==> src/rtl/fifo_uart_pkg.sv <==
// -----------------------------------------------------------------------------
// fifo_uart_pkg
// Shared types and helpers for the FIFO-fed UART transmitter.
//   tx_state_e   : transmitter sequencer states
//   FRAME_CNT_W  : width of the completed-frame counter
//   frame_len()  : clk cycles occupied by one UART frame for a given setup
// -----------------------------------------------------------------------------
package fifo_uart_pkg;

   typedef enum logic [2:0] {
      IDLE   = 3'd0,
      FETCH  = 3'd1,
      LOAD   = 3'd2,
      START  = 3'd3,
      DATA   = 3'd4,
      PARITY = 3'd5,
      STOP   = 3'd6
   } tx_state_e;

   localparam int FRAME_CNT_W = 16;

   // One frame is start + data + optional parity + stop bits, each CLKS_PER_BIT long
   function automatic int frame_len(input int data_width, input int clks_per_bit,
                                    input int parity_en, input int stop_bits);
      return (1 + data_width + parity_en + stop_bits) * clks_per_bit;
   endfunction

endpackage

==> src/rtl/uart_baud_counter.sv <==
// -----------------------------------------------------------------------------
// uart_baud_counter
// Free-running bit-period counter, 0..CLKS_PER_BIT-1, held at zero by clr.
//   clk, rst_n : clock and async active-low reset
//   clr        : synchronous clear; the cycle after clr drops is cycle 0 of a bit
//   bit_tick   : high on the last cycle of every bit period
//   pre_tick   : high on the second-to-last cycle, lets the parent register a
//                flag that lands exactly on the last cycle
// -----------------------------------------------------------------------------
module uart_baud_counter
   import fifo_uart_pkg::*;
#(
   parameter int CLKS_PER_BIT = 868
) (
   input  logic clk,
   input  logic rst_n,
   input  logic clr,
   output logic bit_tick,
   output logic pre_tick
);

   localparam int               CNT_W    = $clog2(CLKS_PER_BIT);
   localparam logic [CNT_W-1:0] CNT_LAST = CNT_W'(CLKS_PER_BIT - 1);
   localparam logic [CNT_W-1:0] CNT_PRE  = CNT_W'(CLKS_PER_BIT - 2);

   logic [CNT_W-1:0] cnt_r;

   // Bit-period counter with wrap at the last cycle of each bit
   always_ff @(posedge clk or negedge rst_n) begin
      if (!rst_n) begin
         cnt_r <= {CNT_W{1'b0}};
      end else if (clr) begin
         cnt_r <= {CNT_W{1'b0}};
      end else if (cnt_r == CNT_LAST) begin
         cnt_r <= {CNT_W{1'b0}};
      end else begin
         cnt_r <= cnt_r + CNT_W'(1'b1);
      end
   end

   assign bit_tick = (cnt_r == CNT_LAST);
   assign pre_tick = (cnt_r == CNT_PRE);

endmodule

==> src/rtl/fifo_uart_tx.sv <==
// -----------------------------------------------------------------------------
// fifo_uart_tx
// Pops bytes from a synchronous FIFO and sends each as an async UART frame:
// start bit, DATA_WIDTH data bits LSB first, optional parity, STOP_BITS stops.
//   clk, rst_n    : clock and async active-low reset
//   tx_en         : allows fetching new bytes; a frame in flight always finishes
//   fifo_empty    : FIFO empty flag
//   fifo_rd_data  : FIFO read data, valid the cycle after fifo_rd_en
//   fifo_rd_en    : single-cycle FIFO pop strobe
//   tx            : serial line, idles high
//   busy          : high whenever the sequencer is not idle
//   frame_done    : one-cycle pulse on the last cycle of the last stop bit
//   frame_count   : completed frames, wraps modulo 2^16
// -----------------------------------------------------------------------------
module fifo_uart_tx
   import fifo_uart_pkg::*;
#(
   parameter int DATA_WIDTH   = 8,
   parameter int CLKS_PER_BIT = 868,
   parameter int PARITY_EN    = 0,
   parameter int PARITY_ODD   = 0,
   parameter int STOP_BITS    = 1
) (
   input  logic                   clk,
   input  logic                   rst_n,
   input  logic                   tx_en,
   input  logic                   fifo_empty,
   input  logic [DATA_WIDTH-1:0]  fifo_rd_data,
   output logic                   fifo_rd_en,
   output logic                   tx,
   output logic                   busy,
   output logic                   frame_done,
   output logic [FRAME_CNT_W-1:0] frame_count
);

   // Bit index also counts stop bits, so it never needs more than 1 bit extra
   localparam int               IDX_W         = (DATA_WIDTH > 1) ? $clog2(DATA_WIDTH) : 1;
   localparam logic [IDX_W-1:0] LAST_DATA_IDX = IDX_W'(DATA_WIDTH - 1);
   localparam logic [IDX_W-1:0] LAST_STOP_IDX = IDX_W'(STOP_BITS - 1);

   tx_state_e             state_r;
   logic [DATA_WIDTH-1:0] shift_r;
   logic                  parity_r;
   logic [IDX_W-1:0]      bit_idx_r;
   logic                  clr_s;
   logic                  bit_tick_s;
   logic                  pre_tick_s;

   function automatic logic calc_parity(input logic [DATA_WIDTH-1:0] data);
      logic even_s;
      even_s = ^data;
      if (PARITY_ODD != 0) begin
         return ~even_s;
      end else begin
         return even_s;
      end
   endfunction

   // Baud counter only runs while a frame is on the line; it restarts at the
   // first start-bit cycle because it is held clear through FETCH and LOAD.
   assign clr_s = (state_r == IDLE) || (state_r == FETCH) || (state_r == LOAD);

   uart_baud_counter #(
      .CLKS_PER_BIT (CLKS_PER_BIT)
   ) u_baud (
      .clk      (clk),
      .rst_n    (rst_n),
      .clr      (clr_s),
      .bit_tick (bit_tick_s),
      .pre_tick (pre_tick_s)
   );

   // Frame sequencer: state, shift register, parity and all registered outputs
   always_ff @(posedge clk or negedge rst_n) begin
      if (!rst_n) begin
         state_r     <= IDLE;
         shift_r     <= {DATA_WIDTH{1'b0}};
         parity_r    <= 1'b0;
         bit_idx_r   <= {IDX_W{1'b0}};
         tx          <= 1'b1;
         fifo_rd_en  <= 1'b0;
         busy        <= 1'b0;
         frame_done  <= 1'b0;
         frame_count <= {FRAME_CNT_W{1'b0}};
      end else begin
         fifo_rd_en <= 1'b0;
         frame_done <= 1'b0;
         case (state_r)
            IDLE: begin
               if (tx_en && !fifo_empty) begin
                  state_r    <= FETCH;
                  fifo_rd_en <= 1'b1;
                  busy       <= 1'b1;
               end
            end
            FETCH: begin
               state_r <= LOAD;
            end
            LOAD: begin
               shift_r   <= fifo_rd_data;
               parity_r  <= calc_parity(fifo_rd_data);
               bit_idx_r <= {IDX_W{1'b0}};
               tx        <= 1'b0;
               state_r   <= START;
            end
            START: begin
               if (bit_tick_s) begin
                  tx      <= shift_r[0];
                  shift_r <= shift_r >> 1'b1;
                  state_r <= DATA;
               end
            end
            DATA: begin
               if (bit_tick_s) begin
                  shift_r <= shift_r >> 1'b1;
                  if (bit_idx_r == LAST_DATA_IDX) begin
                     bit_idx_r <= {IDX_W{1'b0}};
                     if (PARITY_EN != 0) begin
                        tx      <= parity_r;
                        state_r <= PARITY;
                     end else begin
                        tx      <= 1'b1;
                        state_r <= STOP;
                     end
                  end else begin
                     bit_idx_r <= bit_idx_r + IDX_W'(1'b1);
                     tx        <= shift_r[0];
                  end
               end
            end
            PARITY: begin
               if (bit_tick_s) begin
                  tx      <= 1'b1;
                  state_r <= STOP;
               end
            end
            STOP: begin
               // Raise frame_done one cycle early so it is high on the final stop cycle
               if (pre_tick_s && (bit_idx_r == LAST_STOP_IDX)) begin
                  frame_done  <= 1'b1;
                  frame_count <= frame_count + FRAME_CNT_W'(1'b1);
               end
               if (bit_tick_s) begin
                  if (bit_idx_r == LAST_STOP_IDX) begin
                     bit_idx_r <= {IDX_W{1'b0}};
                     if (tx_en && !fifo_empty) begin
                        state_r    <= FETCH;
                        fifo_rd_en <= 1'b1;
                     end else begin
                        state_r <= IDLE;
                        busy    <= 1'b0;
                     end
                  end else begin
                     bit_idx_r <= bit_idx_r + IDX_W'(1'b1);
                  end
               end
            end
            default: begin
               state_r <= IDLE;
               tx      <= 1'b1;
               busy    <= 1'b0;
            end
         endcase
      end
   end

endmodule
==> config.mk <==
export PLATFORM = sky130hd
export DESIGN_NAME = fifo_uart_tx
export DESIGN_NICKNAME = d
export VERILOG_FILES = /design/src/rtl/fifo_uart_pkg.sv /design/src/rtl/uart_baud_counter.sv /design/src/rtl/fifo_uart_tx.sv
export SDC_FILE = /design/constraint.sdc
export NUM_CORES = 1
export LEC_CHECK = 0
export ABC_CLOCK_PERIOD_IN_PS = 5200
export CELL_PAD_IN_SITES_DETAIL_PLACEMENT = 1
export CELL_PAD_IN_SITES_GLOBAL_PLACEMENT = 1
export CORE_ASPECT_RATIO = 0.5
export CORE_MARGIN = 3
export CORE_UTILIZATION = 46
export DETAILED_ROUTE_END_ITERATION = 7
export PLACE_DENSITY = 0.95
export SLEW_MARGIN = 30
export SYNTH_ARGS = -nofsm -noshare
export SYNTH_HDL_FRONTEND = slang
export SYNTH_SLANG_ARGS = --single-unit
==> constraint.sdc <==
create_clock -name clk -period 5.2 [get_ports clk]
set_input_delay 1.04 -clock clk [delete_from_list [all_inputs] [get_ports clk]]
set_output_delay 1.04 -clock clk [all_outputs]
set_load 0.05 [all_outputs]
==> metrics.csv <==
stage,metric,value,unit
synth,top-area cell type share of the netlist area,45.36,%
detailed_routing,drt via density,6.131,
clock_tree,TritonCTS Buffers,5,
synth,"Seq/Total Area, Yosys",46.47,%
layout,layout cell share with drive strength beyond 1,11.49,%
worst_hold_path,worst min path class,reg -> reg,
synth,"EDFF count, synth",0,
setup_path,slowest CP cell,clkdlybuf4s50_1,
detailed_routing,Initial DRC Count,59,
synth,synth top area cells,"dfrtp_1 45%, mux2_2 6.6%, xnor2_1 5.5%",
clock_tree,hold buffer count at cts,0,
floorplan,Die ar.,0.006107,mm2
timing,"Slew Viols, Final",0,
timing,Least-Margin Pin Slew,0.7608,ns
layout,fill count,506,
power,VDD IR max,119.6,uV
synth,Synth area leader,dfrtp_1,
clock_tree,worst skew pair latency,0.31,ns
power,leak pwr,0.001198,uW
layout,utilization after layout,60.83,%
layout,Layout area overhead,19.99,%
flow_run,MaxCap Viol Count,0,
setup_path,crit path launch,frame_count[7],
global_routing,first-pass GRT wire length,12.12,mm
floorplan,I/O pins,32,
setup_path,worst r2r src,state_r[2],
detailed_routing,WL met3,417,um
timing,"Hold Vio Cnt, Final",0,
floorplan,DIE WIDTH,107.6,um
timing,minimum clock period,2.753,ns
setup_path,Critical Path Sink Type,output pin,
detailed_routing,DRT Pass-1 Iters,4,
clock_tree,post-cts resize count,0,
setup_path,crit-path max cell delay,0.88,ns
timing,Fin Setup TNS,0,ns
detailed_routing,Metal-1 WL,2.902,mm
clock_tree,TritonCTS Sinks,44,
place,Post-DP HPWL,4.650,mm
synth,Gate Count Post-Synth,232,
power,PD cells,229.1,mW/mm2
setup_path,CP Launch Type,flip-flop,
setup_path,Max Fanout on Critical Path,8,
clock_tree,"CTS clk-pin slew, worst paths",0.09,ns
detailed_routing,wire per inst,22.22,um
detailed_routing,DRC,0,
synth,Synth Net Count,250,
timing,clk_skew,0.01481,ns
floorplan,Starting Density,50.70,%
clock_tree,Setup Buffers After CTS,0,
clock_tree,H-tree Lvls,2,
clock_tree,Longest Clk Path Bufs,2,
detailed_routing,highest routed layer,met4,
timing,fin crit share,52.94,%
detailed_routing,final wirelength,7.265,mm
floorplan,Placement Rows,17,
timing,fmax,363.3,MHz
detailed_routing,antenna-violating nets left,0,
synth,"Top FF cell, synth",dfrtp_1,
timing,Setup-failing EPs final,0,
timing,worst relative slew slack,48.94,%
layout,Antenna diodes,0,
global_routing,total gr overflow,0,
setup_path,CP Cell Sequence,clkdlybuf4s50_1,
detailed_routing,met2 wire len,3.593,mm
setup_path,buffers plus inverters on the worst setup path,1,
detailed_routing,via count,2005,
synth,Synth top cells by count,"43 x dfrtp_1, 16 x nand2_1, 15 x xnor2_1",
place,gpl congestion,0.8275,
synth,synth warn,0,
setup_path,critical path's top delay family,buffers and inverters,
worst_hold_path,hold path startpoint,frame_count[15],
synth,"FFs w/ async S/R, synth",100.0,%
clock_tree,Root Buffer Master,clkbuf_8,
synth,synthesized flop and latch total,44,
synth,count of cell types in the netlist,48,
global_routing,vias in the first global route,2207,
timing,unrepaired setup endpoints after global routing,no,
timing,Hold WS,0.5024,ns
global_routing,gr usage total,26.09,%
place,IO Port Bufs,31,
global_routing,antenna violations before repair,0,
clock_tree,TritonCTS clock tree,done,
run_status,run status,"complete, no violations",
floorplan,core area,0.004679,mm2
setup_path,critical path class,reg -> out,
layout,Nets,278,
synth,Avg Synthesized Cell Area,10.23,um2
global_routing,largest net degree at the start of global routing,45,
synth,Mapped Area,0.002372,mm2
setup_path,WP data arrival,1.71,ns
floorplan,chip height,56.78,um
setup_path,required time of the worst setup path,4.16,ns
synth,most frequent cell after synthesis,dfrtp_1,
path summary, 6_finish.rpt:
check	end	depth (start not counted)	slack, ns
setup / recovery	frame_count[7]	1	2.45
hold / removal	frame_count[15]	1	0.50
setup reg to reg	shift_r[6]	4	2.67
hold reg to reg	frame_count[15]	1	0.50
max in group asynchronous	tx	1	4.09
min in group asynchronous	shift_r[4]	1	0.71
power by group:
part           internal [uW]  total, uW  switching [uW]
combinational           11.5       22.1            10.6
clock                    157        282             125
sequential               345        348            2.57
total                    514        652             138
cell usage in the layout, fill, tap and decap left out, types with 8 or more instances in the layout:
cell type / Yosys / final
clkdlybuf4s50_1: 0 / 30
xnor2_1: 15 / 15
nor2_1: 13 / 13
nand3_1: 14 / 14
mux2_2: 14 / 14
inv_1: 9 / 9
nand2_1: 16 / 16
nor3_1: 9 / 9
dfrtp_1: 43 / 43
xor2_1: 8 / 8
logic make-up (layout without fill, tap and decap cells):
| group | Yosys count | after routing | share of synthesized area, % |
|---|---|---|---|
| buffers and inverters | 20 | 49 | 3.164 |
| multiplexers | 15 | 15 | 7.120 |
| adder cells (fa/ha/maj) | 6 | 6 | 3.164 |
| flip-flops | 44 | 44 | 46.47 |
| AND/OR/NAND/NOR | 89 | 89 | 20.94 |
| XOR/XNOR | 23 | 23 | 8.492 |
| AO/OA/AOI/OAI | 35 | 35 | 10.65 |
state kept, by name, summed over array words and instances, names as in the netlist:
register,count
frame_count,16
fifo_rd_en,1
u_baud.cnt_r,10
bit_idx_r,3
state_r,3
busy,1
frame_done,1
tx,1
shift_r,8
worst register-to-register path: cells and delay by family, from the launching register on:
| family | cells | cell delay, ns |
|---|---|---|
| and+or+nand+nor | 1 | 0.22 |
| DFF | 1 | 0.82 |
| AOI/OAI and AO/OA | 1 | 0.67 |
| muxes | 2 | 0.73 |
final cells by class:
| cell class | count | area [um2] | share of cell area, % |
|---|---|---|---|
| Clock buffer | 6 | 82.58 | 2.901 |
| Tap cell | 66 | 82.58 | 2.901 |
| Multi-Input combinational cell | 168 | 1195 | 41.98 |
| Sequential cell | 44 | 1102 | 38.73 |
| Timing Repair Buffer | 31 | 307.8 | 10.81 |
| Clock inverter | 2 | 38.79 | 1.363 |
| Inverter | 10 | 37.54 | 1.319 |
metrics by stage:
stage / power (uW) / worst slack, ns / cells / instance area (um2)
floorplan: 359.0 / 3.082 / 232 / 2372
global placement: 373.9 / 2.724 / 319 / 2723
detailed placement: 375.9 / 2.604 / 319 / 2723
CTS: 656.3 / 2.447 / 327 / 2844
global route: 675.4 / 2.398 / 327 / 2846
finish: 652.0 / 2.447 / 327 / 2846
metal layers:
metal / track usage (%) / vias up
li1: - / 891
met1: 30.92 / 986
met2: 44.88 / 92
met3: 5.741 / 36
met4: 12.95 / 0
met5: 0 / -
Power figures use the tool's default switching activity.
==> variant 1 (config.mk and constraints unchanged) <==
The 7 states of `tx_state_e` get a Gray code encoding in 3 bits.
--- a/src/rtl/fifo_uart_pkg.sv
+++ b/src/rtl/fifo_uart_pkg.sv
@@ -9,11 +9,11 @@
 
    typedef enum logic [2:0] {
-      IDLE   = 3'd0,
-      FETCH  = 3'd1,
-      LOAD   = 3'd2,
-      START  = 3'd3,
-      DATA   = 3'd4,
-      PARITY = 3'd5,
-      STOP   = 3'd6
+      IDLE   = 3'b000,
+      FETCH  = 3'b001,
+      LOAD   = 3'b011,
+      START  = 3'b010,
+      DATA   = 3'b110,
+      PARITY = 3'b111,
+      STOP   = 3'b101
    } tx_state_e;
 
Function: no difference found for any inputs over 10 cycles, from zero or initial values and one cycle with rst_n low; not proved beyond that.
==> variant 1 against the unedited design <==
  * Cell area down 2.8%
  * Sequential cell count unchanged
  * First-iteration DRC count rose to 2.7 times the old value
  * Synthesized cell count down 1.7%
  * Clock skew down 0.0080 ns
  * Cell count down 1.5%
  * Worst setup slack better by 0.074 ns
  * Sequential share of layout area up 1.1 points
  * Via count up 0.85%
  * Area after synthesis down 1.5%
  * Power down 9.0%
  * Wire length down 11%
  * Critical path type unchanged
==> variant 1: results (changes against the unedited design) <==
stage,metric,value,unit,change
placed_design,port_buffers,31,,unchanged
critical_path,r2r_slack,2.80,ns,was 2.67 ns
global_routing,antenna_found_initial,0,,unchanged
synth,syn-num-nets,246,,was 250
critical_path,worstPathMaxFanout,2,,was 8
clocking,htreeDepth,2,,unchanged
run_status,outcome,completed,,unchanged
critical_path,cpPeakStageDelay,0.80,ns,was 0.88 ns
synth,async_flop_share,100,%,unchanged
synth,ys_types,52,,was 48
critical_path,reg2regPathDepth,6,,was 4
routing,first_pass_iters,4,,unchanged
synth,ys_top_cells_by_count,"dfrtp_1 (43), nor2_1 (28), xor2_1 (14), a21oi_1 (12), nand4_1 (12)",,"was dfrtp_1 (43), nand2_1 (16), xnor2_1 (15), mux2_2 (14), nand3_1 (14)"
global_routing,grt_max_degree,45,,unchanged
clocking,postCtsSetupBuffers,0,,unchanged
finish,reg_top3,"frame_count: 16 flops, u_baud.cnt_r: 10 flops, shift_r: 8 flops",,unchanged
routing,routed_wirelength,6450,µm,was 7270 µm
synth,ys_seq_area_share,47.2,%,was 46.5%
clocking,cts_made_buffers,5,,unchanged
critical_path,reg2reg_from,bit_idx_r[0],,was state_r[2]
clocking,clk_pin_slew,0.08,ns,
clocking,clk_latency,0.29,ns,was 0.31 ns
finish,nNetsFinal,273,,was 278
clocking,cts-resized-gates,0,,unchanged
routing,vias_per_cell,6.28,,was 6.13
hold_path,hold_depth,1,,unchanged
placed_design,gp_congestion,0.861,,was 0.828
hold_path,worstHoldPathType,register to register,,unchanged
critical_path,arrival,1.64,ns,was 1.71 ns
synth,yosys-top-cells-area,"dfrtp_1 (46%), xor2_1 (5.2%), nor2_1 (4.5%), xnor2_1 (3.4%), ha_1 (3.2%)",,"was dfrtp_1 (45%), mux2_2 (6.6%), xnor2_1 (5.5%), ha_1 (3.2%), nand3_1 (3.0%)"
critical_path,critical-path-top-delay-family,buffers and inverters,,unchanged
power,total_leakage_power,1.13,nW,was 1.20 nW
routing,first_iter_violations,157,,was 59
finish,n_antenna_cell,0,,unchanged
critical_path,timing.rr.end,frame_count[13],,was shift_r[6]
power,ir_worst_vdd,0.0950,mV,was 0.120 mV
finish,fillers,524,,was 506
routing,vias,2022,,was 2005
critical_path,slowest_stage,clkdlybuf4s50_1,,unchanged
synth,avgSynthCellArea,10.2,µm²,about the same
synth,ys_warn_count,0,,unchanged
hold_path,whs_endpoint,frame_count[10],,was frame_count[15]
timing,clock_skew,0.00677,ns,was 0.0148 ns
hold_path,min_from,frame_count[10],,was frame_count[15]
placed_design,dp.cells,314,,was 319
global_routing,grt_pass1_vias,2154,,was 2207
clocking,cts.path.max_buffers,2,,unchanged
global_routing,grt_usage,22.7,%,was 26.1%
placed_design,dp_hpwl,4530,µm,was 4650 µm
finish,drive_above_1_share,8.20,%,was 11.5%
timing,hold_viol_final,0,,unchanged
timing,max_slew_margin,49.2,%,was 48.9%
global_routing,grt_pass1_wl,11000,µm,was 12100 µm
clocking,cts-root-buf,clkbuf_8,,unchanged
[variant 1: cell count changes after synthesis, moves of 5 or more]
cell,delta
o32ai_1,+7
nor2_1,+15
nor3_1,-5
mux2_2,-13
nor4_1,-6
nand4_1,+6
xor2_1,+6
nor4_2,+5
nand2_1,-6
nand3_1,-7
a21oi_1,+6
xnor2_1,-6
[variant 1: logic make-up after synthesis]
family | count (synthesis) | share of synthesized area [%]
flops | 44 | 47.2
buf+inv | 18 | 3.37
xor+xnor | 23 | 8.62
compound gates | 46 | 14.5
fa+ha+maj | 6 | 3.21
mux | 1 | 0.482
simple gates | 90 | 22.7
[variant 1: area by class of cell]
| type | instances | share of cell area, % |
|---|---|---|
| multi-input combinational | 166 | 41.7 |
| tap | 66 | 2.98 |
| timing repair buffer | 31 | 11.1 |
| clock buffer | 7 | 3.12 |
| clock inverter | 1 | 0.271 |
| inverter | 7 | 0.949 |
| sequential | 44 | 39.8 |
[variant 1: stage by stage]
stage          hold slack (ns)  setup WS (ns)  area, µm²  utilization (%)
6_report                 0.498           2.52       2770             59.7
2_1_floorplan            0.469           3.27       2340                -
5_1_grt                  0.519           2.47       2770             59.7
3_5_place_dp             0.486           2.84       2670             57.6
4_1_cts                  0.500           2.51       2770             59.6
3_3_place_gp             0.483           2.86       2670             57.6
[variant 1: power by group]
group / internal [mW] / switching [mW]
Combinational: 0.00992 / 0.0107
Sequential: 0.345 / 0.00210
Clock: 0.108 / 0.117
[variant 1: layer usage]
metal	GRT usage, %	routed length, µm
met3	5.05	375
met2	39.4	3150
met5	0	0
met4	4.55	65
met1	29.6	2860
[variant 1: worst max-delay path by stage]
stage,from,end
2_1_floorplan,frame_count[2],frame_count[12]
3_3_place_gp,tx,tx
3_5_place_dp,frame_count[0],frame_count[0]
4_1_cts,frame_count[0],frame_count[0]
5_1_grt,frame_count[0],frame_count[0]
6_report,tx,tx
==> variant 2 (same settings) <==
Without the edit above. Set the parameter `DATA_WIDTH` to 4 (it was 8).
--- a/src/rtl/fifo_uart_tx.sv
+++ b/src/rtl/fifo_uart_tx.sv
@@ -16,5 +16,5 @@
    import fifo_uart_pkg::*;
 #(
-   parameter int DATA_WIDTH   = 8,
+   parameter int DATA_WIDTH   = 4,
    parameter int CLKS_PER_BIT = 868,
    parameter int PARITY_EN    = 0,
Ports: changed (resized fifo_rd_data); port bits go from 32 to 28. The function was not compared with the original's and may differ.
==> variant 2 against the unedited design <==
  * Via count shrank 20%
  * Die area shrank 12%
  * Area after synthesis shrank 13%
  * Worst setup slack gained 0.076 ns
  * Utilization shrank 1.3 points
  * Sequential cell count shrank 5
  * Cell area shrank 14%
  * Maximum frequency grew 2.8%
  * Count of clock-buffer cells in the layout grew 1
  * Wire length shrank 30%
  * Critical path type unchanged
  * Largest cell class unchanged
Power is not compared: it rests on default switching activity, and its combinational part moved more than twofold at a synthesized area within 25%.
==> variant 2: results (changes against the unedited design) <==
stage,metric,value,unit,change
run_status,outcome,completed,,unchanged
finish,fillers,459,,was 506
finish,reg_top3,"frame_count: 16 flops, u_baud.cnt_r: 10 flops, shift_r: 4 flops",,"was frame_count: 16 flops, u_baud.cnt_r: 10 flops, shift_r: 8 flops"
critical_path,arrival,1.64,ns,was 1.71 ns
synth,ys_top_cells_by_count,"dfrtp_1 (38), nor2_1 (23), xnor2_1 (17), nand2_1 (16), o21ai_0 (13)",,"was dfrtp_1 (43), nand2_1 (16), xnor2_1 (15), mux2_2 (14), nand3_1 (14)"
routing,wl_met2,2630,µm,was 3590 µm
global_routing,met3_usage,4.87,%,was 5.74%
synth,ys_seq_area_share,47.2,%,was 46.5%
critical_path,reg2reg_from,state_r[0],,was state_r[2]
finish,inverters,9,,was 10
placed_design,placed_cell_area,0.00236,mm²,was 0.00272 mm²
critical_path,crit_start,tx,,was frame_count[7]
global_routing,grt_max_degree,40,,was 45
global_routing,grt_pass1_vias,1699,,was 2207
floorplanning,die-area,0.00539,mm²,was 0.00611 mm²
finish,nClkBuffers,7,,was 6
finish,multi_input_area_share,41.5,%,was 42.0%
critical_path,slowest_stage,clkdlybuf4s50_1,,unchanged
critical_path,critPathCapture,tx,,was frame_count[7]
synth,synthXorXnorAreaFrac,9.74,%,was 8.49%
timing,period_needed,2.68,ns,was 2.75 ns
placed_design,gp_congestion,0.770,,was 0.828
finish,nNetsFinal,246,,was 278
timing,holdWs,0.492,ns,was 0.502 ns
placed_design,dp.cells,279,,was 319
synth,synth_mux_area_share,2.00,%,was 7.12%
placed_design,dp_hpwl,3760,µm,was 4650 µm
global_routing,met1_usage,25.0,%,was 30.9%
routing,met3_length,204,µm,was 417 µm
critical_path,r2r_slack,3.10,ns,was 2.67 ns
synth,syn-num-nets,220,,was 250
synth,synth_compound_area_share,8.29,%,was 10.7%
global_routing,grt_usage,21.5,%,was 26.1%
finish,fin_cells,287,,was 327
finish,drive_above_1_share,8.15,%,was 11.5%
synth,ys_types,42,,was 48
routing,vias_per_cell,5.62,,was 6.13
timing,max_slew_margin,52.9,%,was 48.9%
routing,routed_wirelength,5100,µm,was 7270 µm
critical_path,cpPeakStageDelay,0.80,ns,was 0.88 ns
finish,nMultiInputCombCells,150,,was 168
timing,clock_skew,0.00739,ns,was 0.0148 ns
critical_path,timing.rr.end,frame_count[14],,was shift_r[6]
routing,wl_met1,2150,µm,was 2900 µm
finish,ff_latch_area,977,µm²,was 0.00110 mm²
variant 2: cell count changes after synthesis, moves of 3 or more:
cell,change
nor2_1,+10
dfrtp_1,-5
o21ai_0,+7
mux2_2,-13
nor4_1,-3
buf_1,-3
mux2i_1,+3
nor3_1,-5
o21bai_1,-3
o221a_2,+3
variant 2: how the worst min path moves through the flow:
| stage | from | endpoint | depth (start not counted) |
|---|---|---|---|
| final | frame_count[15] | frame_count[15] | 1 |
| after global routing | frame_count[15] | frame_count[15] | 1 |
| after CTS | frame_count[15] | frame_count[15] | 1 |
| after detailed placement | frame_count[15] | frame_count[15] | 1 |
| after global placement | frame_count[15] | frame_count[15] | 1 |
| after floorplan | u_baud.cnt_r[0] | u_baud.cnt_r[0] | 1 |
variant 2: cell families after synthesis:
group	count (synthesis)
simple gates	90
buf+inv	17
mux	4
flops	39
fa+ha+maj	6
compound gates	27
xor+xnor	23
